`src/rtl/i2c_arb_pkg.sv`:
```
// Shared definitions for the I2C master arbiter: FSM encoding, error bit positions and
// requester-count limit.
package i2c_arb_pkg;

  localparam int unsigned MaxNumReq = 8;

  // Positions inside the {addr_err, noack_err} error vector.
  localparam int unsigned ErrAddr  = 1;
  localparam int unsigned ErrNoack = 0;

  typedef enum logic [2:0] {
    StIdle,
    StIssue,
    StWaitBusy,
    StWaitDone,
    StComplete
  } arb_state_e;

endpackage

```
`src/rtl/rr_arbiter.sv`:
```
// One-hot requester pick for i2c_master_arbiter. Round-robin from a registered pointer by
// default; lowest-index fixed priority when I2C_ARB_FIXED_PRIO_EN is defined.
module rr_arbiter #(
  parameter int unsigned NumReq = 4,
  localparam int unsigned IdxW  = $clog2(NumReq)
) (
  input  logic              clk_i,
  input  logic              rst_ni,
  input  logic [NumReq-1:0] req_i,
  input  logic              advance_i,
  input  logic [IdxW-1:0]   last_idx_i,
  output logic [NumReq-1:0] grant_o,
  output logic [IdxW-1:0]   grant_idx_o
);

  logic        found;
  int unsigned idx;

`ifdef I2C_ARB_FIXED_PRIO_EN
  logic unused_ptr_inputs;
  assign unused_ptr_inputs = ^{clk_i, rst_ni, advance_i, last_idx_i};

  always_comb begin
    grant_o     = '0;
    grant_idx_o = '0;
    found       = 1'b0;
    idx         = 0;
    for (int unsigned i = 0; i < NumReq; i++) begin
      idx = i;
      if (!found && req_i[idx[IdxW-1:0]]) begin
        found                    = 1'b1;
        grant_o[idx[IdxW-1:0]]   = 1'b1;
        grant_idx_o              = idx[IdxW-1:0];
      end
    end
  end
`else
  logic [IdxW-1:0] ptr_q, ptr_d;

  // The requester just served becomes lowest priority.
  always_comb begin
    ptr_d = ptr_q;
    if (advance_i) begin
      ptr_d = (last_idx_i == IdxW'(NumReq - 1)) ? '0 : last_idx_i + IdxW'(1);
    end
  end

  always_ff @(posedge clk_i or negedge rst_ni) begin
    if (!rst_ni) begin
      ptr_q <= '0;
    end else begin
      ptr_q <= ptr_d;
    end
  end

  always_comb begin
    grant_o     = '0;
    grant_idx_o = '0;
    found       = 1'b0;
    idx         = 0;
    for (int unsigned off = 0; off < NumReq; off++) begin
      idx = 32'(ptr_q) + off;
      if (idx >= NumReq) begin
        idx = idx - NumReq;
      end
      if (!found && req_i[idx[IdxW-1:0]]) begin
        found                  = 1'b1;
        grant_o[idx[IdxW-1:0]] = 1'b1;
        grant_idx_o            = idx[IdxW-1:0];
      end
    end
  end
`endif

endmodule

```
`src/rtl/i2c_master_arbiter.sv`:
```
// Shares one write-only I2C master between NumReq requesters; grants, issues a single-cycle
// request, tracks the master's ready line and returns done/error. See I2C_ARB_FIXED_PRIO_EN.
module i2c_master_arbiter
  import i2c_arb_pkg::*;
#(
  parameter int unsigned NumReq    = 4,
  parameter int unsigned ByteSize  = 8,
  parameter int unsigned NumByte   = 4,
  parameter int unsigned DataWidth = NumByte * ByteSize,
  localparam int unsigned AddrW    = ByteSize - 1,
  localparam int unsigned IdxW     = $clog2(NumReq)
) (
  input  logic                        clk_i,
  input  logic                        rst_ni,
  input  logic [NumReq-1:0]           req_valid_i,
  input  logic [NumReq-1:0]           req_wen_i,
  input  logic [NumReq*AddrW-1:0]     req_addr_i,
  input  logic [NumReq*DataWidth-1:0] req_wdata_i,
  output logic [NumReq-1:0]           req_grant_o,
  output logic [NumReq-1:0]           req_done_o,
  output logic [1:0]                  req_err_o,
  output logic                        busy_o,
  output logic                        m_req_o,
  output logic                        m_wen_o,
  output logic [AddrW-1:0]            m_slave_addr_o,
  output logic [DataWidth-1:0]        m_writedata_o,
  input  logic                        m_ready_i,
  input  logic                        m_addr_err_i,
  input  logic                        m_noack_err_i
);

  arb_state_e           state_q, state_d;
  logic                 wen_q, wen_d;
  logic [AddrW-1:0]     addr_q, addr_d;
  logic [DataWidth-1:0] wdata_q, wdata_d;
  logic [IdxW-1:0]      idx_q, idx_d;
  logic [1:0]           flags_q, flags_d;
  logic                 m_req_q, m_req_d;
  logic                 m_ready_q;

  logic [NumReq-1:0]    pick_grant;
  logic [IdxW-1:0]      pick_idx;
  logic                 advance;
  logic                 grant_en;

  // Granting waits on the registered ready so that, after reset, the master must be
  // observed idle on a clock edge before any command is handed out.
  assign grant_en = (state_q == StIdle) && m_ready_q && (|req_valid_i);

  rr_arbiter #(
    .NumReq(NumReq)
  ) u_arb (
    .clk_i      (clk_i),
    .rst_ni     (rst_ni),
    .req_i      (req_valid_i),
    .advance_i  (advance),
    .last_idx_i (idx_q),
    .grant_o    (pick_grant),
    .grant_idx_o(pick_idx)
  );

  always_comb begin
    state_d     = state_q;
    wen_d       = wen_q;
    addr_d      = addr_q;
    wdata_d     = wdata_q;
    idx_d       = idx_q;
    flags_d     = flags_q;
    m_req_d     = 1'b0;
    advance     = 1'b0;
    req_grant_o = '0;
    req_done_o  = '0;
    req_err_o   = '0;

    case (state_q)
      StIdle: begin
        if (grant_en) begin
          req_grant_o = pick_grant;
          idx_d       = pick_idx;
          flags_d     = '0;
          m_req_d     = 1'b1;
          state_d     = StIssue;
          for (int unsigned i = 0; i < NumReq; i++) begin
            if (pick_grant[i]) begin
              wen_d   = req_wen_i[i];
              addr_d  = req_addr_i[i*AddrW +: AddrW];
              wdata_d = req_wdata_i[i*DataWidth +: DataWidth];
            end
          end
        end
      end
      StIssue: begin
        if (m_ready_i) begin
          state_d = StWaitBusy;
        end else begin
          m_req_d = 1'b1;
        end
      end
      StWaitBusy: begin
        if (!m_ready_i) begin
          state_d = StWaitDone;
        end
      end
      StWaitDone: begin
        // Sticky; a pulse coincident with ready rising is still captured.
        flags_d[ErrAddr]  = flags_q[ErrAddr] | m_addr_err_i;
        flags_d[ErrNoack] = flags_q[ErrNoack] | m_noack_err_i;
        if (m_ready_i) begin
          state_d = StComplete;
        end
      end
      StComplete: begin
        for (int unsigned i = 0; i < NumReq; i++) begin
          req_done_o[i] = (idx_q == IdxW'(i));
        end
        req_err_o = flags_q;
        advance   = 1'b1;
        state_d   = StIdle;
      end
      default: state_d = StIdle;
    endcase
  end

  always_ff @(posedge clk_i or negedge rst_ni) begin
    if (!rst_ni) begin
      state_q   <= StIdle;
      wen_q     <= 1'b0;
      addr_q    <= '0;
      wdata_q   <= '0;
      idx_q     <= '0;
      flags_q   <= '0;
      m_req_q   <= 1'b0;
      m_ready_q <= 1'b0;
    end else begin
      state_q   <= state_d;
      wen_q     <= wen_d;
      addr_q    <= addr_d;
      wdata_q   <= wdata_d;
      idx_q     <= idx_d;
      flags_q   <= flags_d;
      m_req_q   <= m_req_d;
      m_ready_q <= m_ready_i;
    end
  end

  assign busy_o         = (state_q != StIdle) | grant_en;
  assign m_req_o        = m_req_q;
  assign m_wen_o        = wen_q;
  assign m_slave_addr_o = addr_q;
  assign m_writedata_o  = wdata_q;

endmodule
```
`config.mk`:
```
export PLATFORM = sky130hd
export DESIGN_NAME = i2c_master_arbiter
export DESIGN_NICKNAME = d
export VERILOG_FILES = /design/src/rtl/i2c_arb_pkg.sv /design/src/rtl/rr_arbiter.sv /design/src/rtl/i2c_master_arbiter.sv
export SDC_FILE = /design/constraint.sdc
export NUM_CORES = 1
export LEC_CHECK = 0
export CORE_ASPECT_RATIO = 1.5
export CORE_MARGIN = 4
export CORE_UTILIZATION = 45
export CTS_CLUSTER_DIAMETER = 100
export DETAILED_ROUTE_END_ITERATION = 6
export MAX_ROUTING_LAYER = met4
export PLACE_DENSITY = 0.87
export SYNTH_ARGS = -nofsm -noshare
export SYNTH_HDL_FRONTEND = slang
export SYNTH_SLANG_ARGS = --single-unit
```
`constraint.sdc`:
```
create_clock -name clk_i -period 5.53 [get_ports clk_i]
set_input_delay 1.3825 -clock clk_i [delete_from_list [all_inputs] [get_ports clk_i]]
set_output_delay 1.3825 -clock clk_i [all_outputs]
set_load 0.02 [all_outputs]
```
# Word-level counts from Yosys, hierarchy flattened
# Cells that the tools add are included.
[op_classes] add_sub_neg=8 magnitude_cmp=12 eq_ne=11 muxes=59 n_bitwise=6 n_reduce_logical=22
[ops] operator="32-bit 2-to-1 mux" n=4
[ops] operator="4-bit 2-to-1 mux" n=7
[ops] operator="7-bit 2-to-1 mux" n=4
[ops] operator="2-bit 2-to-1 mux" n=11
[ops] operator="1-bit 2-to-1 mux" n=18
[ops] operator="2-bit by 3-bit < comparator with 1-bit output (second input constant)" n=4
[ops] operator="3-bit 2-to-1 mux" n=4
[ops] operator="4-bit bitwise OR" n=3
[ops] operator="3-bit case mux with 4 select lines" n=1
[ops] operator="3-bit greater-or-equal comparator (second input constant)" n=3
[ops] operator="1-bit logical AND" n=9
[ops] operator="1-bit binary-select mux with 2-bit select" n=4
[ops] operator="1-bit demux with 2-bit select" n=4
[ops] operator="2-bit by 1-bit greater-or-equal comparator with 1-bit output (second input constant)" n=4
[ops] operator="2-bit != test (second input constant)" n=4
[ops] operator="2-bit by 1-bit subtractor with 2-bit output (second input constant)" n=4
[ops] operator="2-bit by 2-bit adder with 3-bit output (second input constant)" n=2
[ops] operator="3-bit by 2-bit equality test with 1-bit output (second input constant)" n=2
[ops] operator="2-bit equality test (second input constant)" n=2
[ops] operator="2-bit case mux with 2 select lines" n=1
[ops] operator="2-bit AND reduction" n=2
[ops] operator="4-bit AND reduction" n=1
[ops] operator="4-bit nonzero test" n=1
[ops] operator="4-bit OR reduction" n=1
[ops] operator="other kinds (14)" n=18
[word_totals] ff_bits=51 inputBits=169 out_inout_bits=52 wordCells=127

# Logic depth before layout (Yosys ltp)
[depth] ltp_word=18 mapped_depth=10 mapped_depth_nobuf=8

# Cells and area by module
# A second synthesis with hierarchy kept.
[hier_totals] cells_unflattened=338 area_unflattened_um2=3633.5
[modules_own_cells] module="i2c_master_arbiter" instances=1 cells_per_inst=269 area_each_um2=3017.9 seq_area_each_um2=1226.2
[modules_own_cells] module="rr_arbiter" instances=1 cells_per_inst=69 area_each_um2=615.6 seq_area_each_um2=50.0

# Worst setup path before layout
# OpenSTA, ideal clock, no wires.
[synth_timing] kind="input-to-output" start="in req_valid_i[0]" end="out req_grant_o[3]" arrival_time_ns=3.118 required_time_ns=4.148 setup_slack_ns=1.030 cell_stages=7 n_path_buf=2 path_cell_list="buf_6 or3b_1 a2111o_1 nand2_1 a221oi_4 clkbuf_1 nor2_1"
[synth_via] elab_chain_len=14
[synth_rtl] item="start: declaration" line="i2c_master_arbiter.sv:15" source="input logic [NumReq-1:0] req_valid_i,"
[synth_rtl] item="1-bit binary-select mux with 2-bit select" line="rr_arbiter.sv:66" source="if (!found && req_i[idx[IdxW-1:0]]) begin"
[synth_rtl] item="1-bit 2-to-1 mux (not written as such)" line="rr_arbiter.sv:66"
[synth_rtl] item="1-bit 2-to-1 mux" line="rr_arbiter.sv:66"
[synth_rtl] item="1-bit logical NOT" line="rr_arbiter.sv:66"
[synth_rtl] item="1-bit logical AND" line="rr_arbiter.sv:66"
[synth_rtl] item="1-bit 2-to-1 mux" line="rr_arbiter.sv:66"
[synth_rtl] item="1-bit logical NOT" line="rr_arbiter.sv:66"
[synth_rtl] item="1-bit logical AND" line="rr_arbiter.sv:66"
[synth_rtl] item="1-bit 2-to-1 mux" line="rr_arbiter.sv:66"
[synth_rtl] item="1-bit logical NOT" line="rr_arbiter.sv:66"
[synth_rtl] item="1-bit logical AND" line="rr_arbiter.sv:66"
[synth_rtl] item="4-bit 2-to-1 mux" line="rr_arbiter.sv:66"
[synth_rtl] item="4-bit 2-to-1 mux (*)" line="i2c_master_arbiter.sv:77" source="if (grant_en) begin"
[synth_rtl] item="4-bit 2-to-1 mux (*)" line="i2c_master_arbiter.sv:75" source="case (state_q)"
[synth_rtl] item="end: declaration" line="i2c_master_arbiter.sv:19" source="output logic [NumReq-1:0] req_grant_o,"
# Every way passes the cells marked *; elsewhere a longest branch is shown, timed or not. The select of a mux whose other input is x is not followed.

# Worst setup path after layout
[layout_timing] start="in req_valid_i[0]" end="out req_grant_o[2]"
# Same word-level chain as after synthesis.

==> impl_metrics.env <==
export IMPL_status="completed"
export IMPL_crit_path_end_kind="primary output"
export IMPL_p_per_area_nw_per_um2=523
export IMPL_synth_area_leader_cell="dfrtp_1"
export IMPL_drt_vias_per_instance=6.30
export IMPL_drive_gt1_share_pct=6.48
export IMPL_post_drt_wl_per_cell_um=19.9
export IMPL_avgSynthCellArea_um2=7.45
export IMPL_synth_edf_count=0
export IMPL_synth_area_leaders="dfrtp_1 28%, inv_1 10%, a32oi_1 7.6%"
export IMPL_p_leak_nw=3.33
export IMPL_cp_top_family="buffers and inverters"
export IMPL_synth_top_area_share_pct=27.7
export IMPL_ys_seq_elements=51
export IMPL_rows=44
export IMPL_power_mw=3.68
export IMPL_nNetsFinal=980
export IMPL_fp_dieW_um=90.5
export IMPL_maxCapViolations=0
export IMPL_cts_buffer_depth=2
export IMPL_die_area_um2=11900
export IMPL_ys_warn_count=0
export IMPL_multi_input_area_um2=2590
export IMPL_drtAntennaViolNets=0
export IMPL_start_util_pct=46.7
export IMPL_crit_start="req_valid_i[0]"
export IMPL_cpMostUsedCell="clkdlybuf4s50_1"
export IMPL_clk_latency_ps=290
export IMPL_async_reset_ff_share_pct=100
export IMPL_gp_congestion=0.919
export IMPL_grt_pass1_vias=6020
export IMPL_finalCritPeriodShare_pct=96.9
export IMPL_max_slew_margin_pct=44.4
export IMPL_cp_required_ps=4150
export IMPL_syn_num_nets=795
export IMPL_area_delta_synth_final_pct=53.0
export IMPL_critPathBufInv=3
export IMPL_critPathLaunchType="primary input"
export IMPL_hpwl_um=12700
export IMPL_ys_top_cells_by_count="127 x inv_1, 55 x clkbuf_1, 51 x dfrtp_1"
export IMPL_netlist_instances=617
export IMPL_grtUsageTotal_pct=30.2
export IMPL_antenna_cells=0
export IMPL_core_area_um2=9850
export IMPL_worstHoldStart="m_writedata_o[30]"
export IMPL_hp_class="flop to flop"
export IMPL_cts_tree="done"
export IMPL_synth_area_um2=4600
export IMPL_synth_distinct_cells=45
export IMPL_drt_total_wl_um=18300
export IMPL_seq_area_um2=1280
export IMPL_fmax_mhz=187
export IMPL_path_class="primary input to primary output"
export IMPL_clk_pin_slew_ps=60
export IMPL_cts_max_level=2
export IMPL_grt_overflow_total=0
export IMPL_cpMaxStageDelayCell="clkdlybuf4s50_1"
export IMPL_clock_skew_final_ps=9.85
export IMPL_r2r_start="u_arb.ptr_q[0]"
export IMPL_maxSlewViolCount=0
export IMPL_io_buffers=220
export IMPL_cts_sinks=51
export IMPL_drc=0
export IMPL_path_max_fanout=6
export IMPL_path_cells="clkdlybuf4s50_1 > or3b_1 > a2111o_1 > buf_4 > a21oi_4 > nor3_1 > nor2_1 > clkdlybuf4s50_1"
export IMPL_cp_slowest_stage_delay_ps=630
export IMPL_io_pin_count=221
export IMPL_num_vias=5781
export IMPL_fillers=768
export IMPL_ys_seq_area_share_pct=27.7
export IMPL_drtIter0Drc=409
export IMPL_synthFlopType="dfrtp_1"
export IMPL_antenna_found_initial=0
export IMPL_ctsHoldBuffers=0
export IMPL_yosysMostFrequentCell="inv_1"
export IMPL_setup_viol=0
export IMPL_cts_root_buf="clkbuf_16"
export IMPL_finalSetupTns_ps=0
export IMPL_fin_crit_ps=5360
export IMPL_grt_max_degree=81
export IMPL_firstDrtPassIters=6
export IMPL_rsz0062_at_grt="no"
export IMPL_tightest_slew_ps=834
export IMPL_numCtsBuffers=5
export IMPL_fp_dieH_um=132
export IMPL_cp_arrival_ps=3980
export IMPL_ir_drop_mv=0.399
export IMPL_grt_first_pass_wirelength_um=29200
export IMPL_hold_viol=0
worst reg2reg max path, delay by kind of cell (launching register included):
kind / cells / cell delay [ps]
buf+inv: 3 / 1010
mux: 1 / 650
compound gates: 4 / 1020
fa+ha+maj: 1 / 440
flops: 1 / 660
simple gates: 1 / 190
state kept, by name, indices dropped and copies added, names as in the netlist:
name,count
m_writedata_o,32
m_slave_addr_o,7
state_q,3
flags_q,2
idx_q,2
u_arb.ptr_q,2
m_ready_q,1
m_req_o,1
m_wen_o,1
cell type report:
cell class | instances | share of cell area [%]
Multi-Input combinational cell | 372 | 36.8
Timing Repair Buffer | 245 | 33.9
Sequential cell | 51 | 18.1
Inverter | 127 | 6.77
Tap cell | 115 | 2.04
Clock buffer | 5 | 1.78
Clock inverter | 2 | 0.533
placed cells by master (no fill, tap or decap), types with 4 or more instances in the layout:
cell type and instances:
a31oi_1 40, dfrtp_1 51, nand2_1 46, nor2b_1 4
nor3_1 43, o311ai_1 40, and3_1 8, a32oi_1 40
clkbuf_16 5, buf_4 25, clkdlybuf4s50_1 217, o31ai_1 43
nor2_1 13, ha_1 9, inv_1 127, a21oi_1 44
what timing repair did:
item | 4_1_cts | 5_1_grt
endpoints found under the setup margin | 0 | 3
endpoints found under the hold margin | 0 | 0
buffers inserted | 0 | 0
gates resized for setup | 0 | 3
final timing paths:
path,end,slack (ps),cells after the start
worst max register to register,m_slave_addr_o[1],1390,10
min in group asynchronous,m_writedata_o[14],1200,2
max in group asynchronous,m_writedata_o[3],3840,2
worst min register to register,m_writedata_o[30],510,2
worst min-delay path,m_writedata_o[30],510,2
worst max-delay path,req_grant_o[2],170,8
stage by stage:
stage / cells / worst slack, ps / instance area [um^2] / hold WS, ps / utilization, %
after CTS: 917 / 78.9 / 7020 / 520 / 71.3
final: 917 / 172 / 7040 / 514 / 71.4
after floorplan: 617 / 1030 / 4600 / 492 / -
after global placement: 910 / 141 / 6860 / 500 / 69.6
after global routing: 917 / 39.8 / 7040 / 542 / 71.4
after detailed placement: 910 / 98.1 / 6860 / 508 / 69.6
power by group:
group          total, mW  switching, mW  internal [mW]
logic               2.65           1.59           1.06
clock network      0.348          0.137          0.211
registers          0.680          0.136          0.544
total               3.68           1.86           1.82
per-layer routing:
layer / part of all wire [%] / GRT usage [%] / routed length (um) / vias to the layer above
li1: - / - / - / 2612
met1: 36 / 31.5 / 6500 / 2676
met2: 51 / 53.5 / 9280 / 415
met3: 8.3 / 4.05 / 1520 / 78
met4: 5.2 / 18.2 / 956 / 0
met5: 0 / - / 0 / -
cells by family after synthesis:
| group | after synthesis | share of synthesized area [%] |
|---|---|---|
| compound gates | 229 | 37.2 |
| xor+xnor | 1 | 0.190 |
| fa+ha+maj | 9 | 2.45 |
| buf+inv | 194 | 17.1 |
| flops | 51 | 27.7 |
| mux | 4 | 1.47 |
| simple gates | 129 | 13.8 |
Note: power is estimated with default switching activity, not from simulation.
